$ cat config.mk
export PLATFORM = sky130hd
export DESIGN_NAME = t03_imm_gen_stage
export DESIGN_NICKNAME = d
export VERILOG_FILES = /design/src/rtl/t03_imm_gen_stage.sv
export SDC_FILE = /design/constraint.sdc
export NUM_CORES = 1
export LEC_CHECK = 0
export CAP_MARGIN = 20
export CORE_UTILIZATION = 35
export CTS_BUF_LIST = sky130_fd_sc_hd__clkbuf_4 sky130_fd_sc_hd__clkbuf_8
export CTS_CLUSTER_SIZE = 30
export DETAILED_ROUTE_END_ITERATION = 8
export MAX_ROUTING_LAYER = met4
export PLACE_DENSITY = 0.59
export RECOVER_POWER = 50
export SYNTH_ARGS = -nofsm -noshare
export SYNTH_HDL_FRONTEND = slang
export SYNTH_SLANG_ARGS = --single-unit
export TNS_END_PERCENT = 30
$ cat constraint.sdc
create_clock -name clk -period 4.6 [get_ports clk]
set_clock_uncertainty 0.2 [all_clocks]
set_input_delay 0.92 -clock clk [delete_from_list [all_inputs] [get_ports clk]]
set_output_delay 0.92 -clock clk [all_outputs]
set_load 0.01 [all_outputs]
$ cat src/rtl/t03_imm_gen_stage.sv
// Registered immediate-generation stage with a 2-deep skid buffer.
// Decodes the RV32/RV64 immediate from the incoming word and registers it with instr/pc.
module t03_imm_gen_stage #(
  parameter int XLEN = 32,
  parameter int PC_W = XLEN
) (
  input  logic            clk,
  input  logic            nRst,
  input  logic            flush,
  input  logic            in_valid,
  output logic            in_ready,
  input  logic [31:0]     in_instr,
  input  logic [PC_W-1:0] in_pc,
  output logic            out_valid,
  input  logic            out_ready,
  output logic [31:0]     out_instr,
  output logic [PC_W-1:0] out_pc,
  output logic [XLEN-1:0] out_imm,
  output logic [2:0]      out_fmt,
  output logic            out_illegal
);

  localparam logic [2:0] FMT_NONE = 3'd0;
  localparam logic [2:0] FMT_I    = 3'd1;
  localparam logic [2:0] FMT_S    = 3'd2;
  localparam logic [2:0] FMT_B    = 3'd3;
  localparam logic [2:0] FMT_U    = 3'd4;
  localparam logic [2:0] FMT_J    = 3'd5;
  localparam logic [2:0] FMT_R    = 3'd6;
  localparam logic [2:0] FMT_ILL  = 3'd7;

  if (XLEN != 32 && XLEN != 64) begin : g_bad_xlen
    $error("t03_imm_gen_stage: XLEN must be 32 or 64");
  end

  logic [6:0]        w_opcode;
  logic [2:0]        w_fmt;
  logic signed [31:0] w_imm32;
  logic [XLEN-1:0]   w_imm;
  logic              w_accept;
  logic              w_fire;

  logic              r_out_valid;
  logic [31:0]       r_out_instr;
  logic [PC_W-1:0]   r_out_pc;
  logic [XLEN-1:0]   r_out_imm;
  logic [2:0]        r_out_fmt;

  logic              r_skid_valid;
  logic [31:0]       r_skid_instr;
  logic [PC_W-1:0]   r_skid_pc;
  logic [XLEN-1:0]   r_skid_imm;
  logic [2:0]        r_skid_fmt;

  assign w_opcode = in_instr[6:0];

  // Every immediate is built as a signed 32-bit value, so widening to XLEN is a plain sign extension.
  always_comb begin
    w_fmt   = FMT_ILL;
    w_imm32 = '0;
    if (in_instr[1:0] == 2'b11) begin
      case (w_opcode)
        7'b0010011, 7'b0000011, 7'b1100111, 7'b1110011: begin
          w_fmt   = FMT_I;
          w_imm32 = {{20{in_instr[31]}}, in_instr[31:20]};
        end
        7'b0100011: begin
          w_fmt   = FMT_S;
          w_imm32 = {{20{in_instr[31]}}, in_instr[31:25], in_instr[11:7]};
        end
        7'b1100011: begin
          w_fmt   = FMT_B;
          w_imm32 = {{19{in_instr[31]}}, in_instr[31], in_instr[7], in_instr[30:25],
                     in_instr[11:8], 1'b0};
        end
        7'b1101111: begin
          w_fmt   = FMT_J;
          w_imm32 = {{11{in_instr[31]}}, in_instr[31], in_instr[19:12], in_instr[20],
                     in_instr[30:21], 1'b0};
        end
        7'b0110111, 7'b0010111: begin
          w_fmt   = FMT_U;
          w_imm32 = {in_instr[31:12], 12'b0};
        end
        7'b0110011: w_fmt = FMT_R;
        7'b0001111: w_fmt = FMT_NONE;
        default:    w_fmt = FMT_ILL;
      endcase
    end
  end

  assign w_imm    = XLEN'(w_imm32);
  assign w_accept = in_valid && in_ready;
  assign w_fire   = r_out_valid && out_ready;

  // Output register is refilled from the skid first, so acceptance order is preserved.
  always_ff @(posedge clk or negedge nRst) begin
    if (!nRst) begin
      r_out_valid  <= 1'b0;
      r_out_instr  <= '0;
      r_out_pc     <= '0;
      r_out_imm    <= '0;
      r_out_fmt    <= FMT_NONE;
      r_skid_valid <= 1'b0;
      r_skid_instr <= '0;
      r_skid_pc    <= '0;
      r_skid_imm   <= '0;
      r_skid_fmt   <= FMT_NONE;
    end else if (flush) begin
      r_out_valid  <= 1'b0;
      r_skid_valid <= 1'b0;
    end else if (!r_out_valid || w_fire) begin
      if (r_skid_valid) begin
        r_out_valid  <= 1'b1;
        r_out_instr  <= r_skid_instr;
        r_out_pc     <= r_skid_pc;
        r_out_imm    <= r_skid_imm;
        r_out_fmt    <= r_skid_fmt;
        r_skid_valid <= 1'b0;
      end else if (w_accept) begin
        r_out_valid  <= 1'b1;
        r_out_instr  <= in_instr;
        r_out_pc     <= in_pc;
        r_out_imm    <= w_imm;
        r_out_fmt    <= w_fmt;
      end else begin
        r_out_valid  <= 1'b0;
      end
    end else if (w_accept) begin
      r_skid_valid <= 1'b1;
      r_skid_instr <= in_instr;
      r_skid_pc    <= in_pc;
      r_skid_imm   <= w_imm;
      r_skid_fmt   <= w_fmt;
    end
  end

  assign in_ready    = !r_skid_valid;
  assign out_valid   = r_out_valid;
  assign out_instr   = r_out_instr;
  assign out_pc      = r_out_pc;
  assign out_imm     = r_out_imm;
  assign out_fmt     = r_out_fmt;
  assign out_illegal = (r_out_fmt == FMT_ILL);

endmodule

### Word-level counts from Yosys, hierarchy flattened

Cells that the tools add are included.

* bitwise gates (word level): 2
* mux-type cells: 19
* eq/ne operators: 13
* reduce and logical (&&, ||, !) cells: 12

Operators by type and width (number)
* $mux 32: 7
* $pmux 32 s5: 1
* $eq 7x7->1 const B: 4
* $eq 7x6->1 const B: 3
* $pmux 3 s7: 1
* $eq 7x5->1 const B: 2
* $mux 3: 3
* $eq 7x2->1 const B: 1
* $eq 7x4->1 const B: 1
* $mux 1: 7
* $reduce_and 3->1: 2
* $reduce_bool 2->1: 2
* $reduce_or 4->1: 1
* $eq 3x3->1 const B: 1
* $reduce_bool 3->1: 1
* $eq 2x2->1 const B: 1
* $logic_and 1x1->1: 2
* $logic_not 1->1: 2
* $not 1->1: 2
* $reduce_or 2->1: 1
* $logic_or 1x1->1: 1

* flip-flop bits (word level): 200
* word-level logic and storage cells: 56
* input port bits: 69

### Logic depth before layout (Yosys ltp)

* word-level depth: 6
* gate-level depth with buffers: 8
* gate-level depth less buffers: 4

### Worst setup path before layout

No wires, ideal clock.

* kind: input to register
* from: input port in_instr[2]
* to: register r_out_fmt[0] (netlist: out_fmt[0])
* path slack: 2.101 ns
* data arrival time: 2.157 ns
* path buffers: 1
* data required time: 4.258 ns
* stages: 5
* path through: clkbuf_1 > nor2b_1 > mux2_2 > o32ai_2 > a31oi_1

* longest elaborated chain between the ends: 6

Ends and longest elaborated chain
* start: declaration: line 12 `input logic [31:0] in_instr,`
* $eq 7x5->1, or another cell as far along: line 62 `case (w_opcode)`
* $reduce_or 4->1 / $reduce_or 2->1 (equally long branches): line 62
* $pmux 3 s7 (*): line 62
* $mux 3 (*): line 61 `if (in_instr[1:0] == 2'b11) begin`
* $mux 3 (*): line 120 `end else if (w_accept) begin`
* $mux 3 (*): line 113 `if (r_skid_valid) begin`
* end signal: assignment: line 118 `r_out_fmt <= r_skid_fmt;`
* end signal: assignment: line 125 `r_out_fmt <= w_fmt;`
* end: declaration: line 47 `logic [2:0] r_out_fmt;`

Mark *: on every way between the ends. The rest lies on a longest branch, timed or not. The select of a mux whose other input is x is not followed.
A chain may end at the register's enable or synchronous reset.

==> results_dict.tcl <==
set metrics [dict create \
    status "finished with violations" \
    failed_checks "max-capacitance violations, max-slew violations" \
    placementRows 57 \
    crit_path_cell_trace "clkbuf_2, clkbuf_1" \
    drt_wl_total_um 23100 \
    final_net_count 1111 \
    totalNegativeSetupSlack_ns 0 \
    crit_path_depth 2 \
    syn_nets 970 \
    minimum_setup_slack_after_placement_ns 0.922 \
    first_pass_iters 4 \
    cts_max_path_buffers 2 \
    p_leak_nw 4.92 \
    final_area_um2 11200 \
    dominant_cells_by_area_after_synthesis "dfrtp_1 (57%), nand2_1 (13%), mux2i_1 (7.8%)" \
    crit_fanout 96 \
    routedWlPerCell_um 16.7 \
    post-cts-setup-buffer-count 0 \
    worstSetupStartpoint "nRst" \
    start_kind "input port" \
    die_height_um 161 \
    crit-reg2reg-capture "out_fmt[2]" \
    finalWorstPathRequiredPeriod_ns 3.48 \
    critical_path.max_stage_delay_ns 1.67 \
    report.final.slew_viol_count 96 \
    clock_tree_from_tritoncts "done" \
    drcViolationCount 0 \
    clockRootBuffer "clkbuf_8" \
    power_density_nw_per_um2 379 \
    crit_slowest_cell "clkbuf_2" \
    count_of_flip_flops_with_a_built_in_enable_after_synthesis 0 \
    fin_crit_sh_pct 75.7 \
    maxCapViolCount 1 \
    timing.hold.worst.start "r_skid_imm[10]" \
    power_mw 4.25 \
    numPortBuffers 170 \
    timing.hold.ws_ns 0.280 \
    ioPinCount 171 \
    arrival_ns 3.67 \
    viasPerCell 5.02 \
    setup-violations-final 0 \
    grt_first_pass_wirelength_um 37200 \
    yosys_register_bits 200 \
    layoutNonFillerInstCount 1379 \
    cts-resized-gates 0 \
    synth.avg_cell_area_um2 9.79 \
    worst_skew_pair.late_latency_ns 0.46 \
    post-synth-top-area-fraction_pct 56.7 \
    timing_hold_violations_final 0 \
    syn_area_um2 8820 \
    area_delta_synth_final_pct 27.0 \
    design.die.area_um2 25800 \
    r2r_cells 4 \
    ratio_of_cells_with_drive_above_1_in_the_final_layout_pct 5.88 \
    grt_start_max_net_pins 97 \
    critical_path.reg2reg.startpoint "r_skid_valid" \
    cp.required_ns 4.79 \
    rsz0062_at_grt "false" \
    fill_cells 2393 \
    total_global_routing_overflow 0 \
    start_util_pct 36.0 \
    synth-warning-count 0 \
    drt.antenna.violating_nets 0 \
    antenna_cells 0 \
    coreArea_um2 24500 \
    hold_path_class "register to register" \
    peakVddDrop_mv 0.178 \
    critPathTopFamily "buffers and inverters" \
    synth-main-ff-cell "dfrtp_1" \
    track_usage_pct 18.8 \
    num_vias 6924 \
    timing.fmax_ghz 0.287 \
    timing.hold.worst_endpoint "r_skid_imm[10]" \
    ys_async_sr_fraction_pct 100 \
    clkTransAtPathRegs_ns 0.10 \
    layout_setup_ws_ns 1.12 \
    endpoint_kind "async pin" \
    placed_cells_incl_taps 1347 \
    relSlewSlack_pct -62.8 \
    gpl.final_weighted_congestion 0.772 \
    clock_tree.htree_level_count 4 \
    ff2ff_setup_slack_ns 1.61 \
    synthCells 901 \
    cp_num_buf_inv 2 \
    dp_hpwl_um 15100 \
    post_dp_cell_area_um2 10800 \
    synth.largest_area_cell "dfrtp_1" \
    synth_sequential_area_ratio_pct 56.7 \
    final_core_utilization_pct 45.7 \
    cts.sinks 200 \
    tritoncts.num_buffers 17 \
    first_global_vias 6790 \
    worst_pin_slew_ns 2.44 \
    synth.distinct_cells 46 \
    initial_antenna_violation_count 0 \
    hold_buffers 0 \
    path_class "input port to async pin" \
    die_w_um 161 \
    timing.hold.worst_path_depth 2 \
    drtIter0Drc 324 \
]
per-layer routing:
layer / GRT usage, % / share of wire, %
met5: - / 0
met4: 4.16 / 1.1
met3: 4.39 / 4.6
met2: 28.0 / 46
met1: 26.1 / 48
cells by family after synthesis:
logic type      synth area share [%]
xor+xnor                      0.0993
mux                             7.96
simple gates                    19.0
flops                           56.7
compound gates                  12.9
buf+inv                         3.35
cell type report:
class,instances,area [um^2],share of cell area (%)
Multi-Input combinational cell,637,3550,31.7
Clock buffer,19,249,2.22
Timing Repair Buffer,185,1820,16.2
Sequential cell,200,5010,44.7
Tap cell,324,405,3.62
Inverter,1,3.75,0.0335
Clock inverter,13,170,1.52
placed cells by master (no fill, tap or decap), types with 2 or more instances in the layout:
master,instances
buf_4,13
a31oi_1,29
bufinv_16,3
clkbuf_8,17
nor4_1,11
clkbuf_4,2
nor3_1,4
a221oi_1,4
clkinvlp_4,2
a221o_1,26
nor2_1,31
a21oi_4,2
nand3_1,5
dfrtp_1,199
clkdlybuf4s50_1,135
o2bb2ai_1,4
clkinv_2,2
o311ai_0,2
o21ai_0,71
inv_6,2
a21oi_1,8
dlygate4sd3_1,34
and4b_1,2
clkinv_4,3
nand2b_1,16
o21bai_1,11
and3_1,11
mux2i_1,69
nand2_1,303
cell usage after synthesis, types with 2 or more instances:
cell	n
a221oi_1	4
buf_2	26
and2_1	2
a21oi_1	8
o311ai_0	2
nor2_1	31
and4b_1	2
a31oi_1	29
o2bb2ai_1	4
nor4_1	12
nand2_1	304
clkbuf_1	34
and3_1	11
nand3_1	5
nand2b_1	16
dfrtp_1	200
o21bai_1	11
o21ai_0	72
a221o_1	26
mux2i_1	69
nor3_1	5
a21oi_4	2
buf_6	3
sequential cells by signal (all words and copies together) (netlist names), 3 cells and up:
name / cells
out_imm: 32
out_fmt: 3
r_skid_fmt: 3
out_instr: 32
r_skid_pc: 32
r_skid_imm: 32
r_skid_instr: 32
out_pc: 32
power breakdown:
group	switching [mW]	leakage (nW)	total, mW	internal [mW]
Sequential	0.170	2.51	2.22	2.05
Clock	0.642	0.209	1.20	0.558
Combinational	0.400	2.20	0.830	0.430
Total	1.21	4.92	4.25	3.04
worst max-delay path by stage:
stage / endpoint / slack, ns
floorplan: out_fmt[0] / 2.10
global placement: out_imm[19] / 0.98
detailed placement: out_fmt[1] / 0.92
CTS: in_ready / 1.14
global route: out_imm[11] / 0.58
finish: out_imm[11] / 1.12
Note: power is estimated with default switching activity, not from simulation.
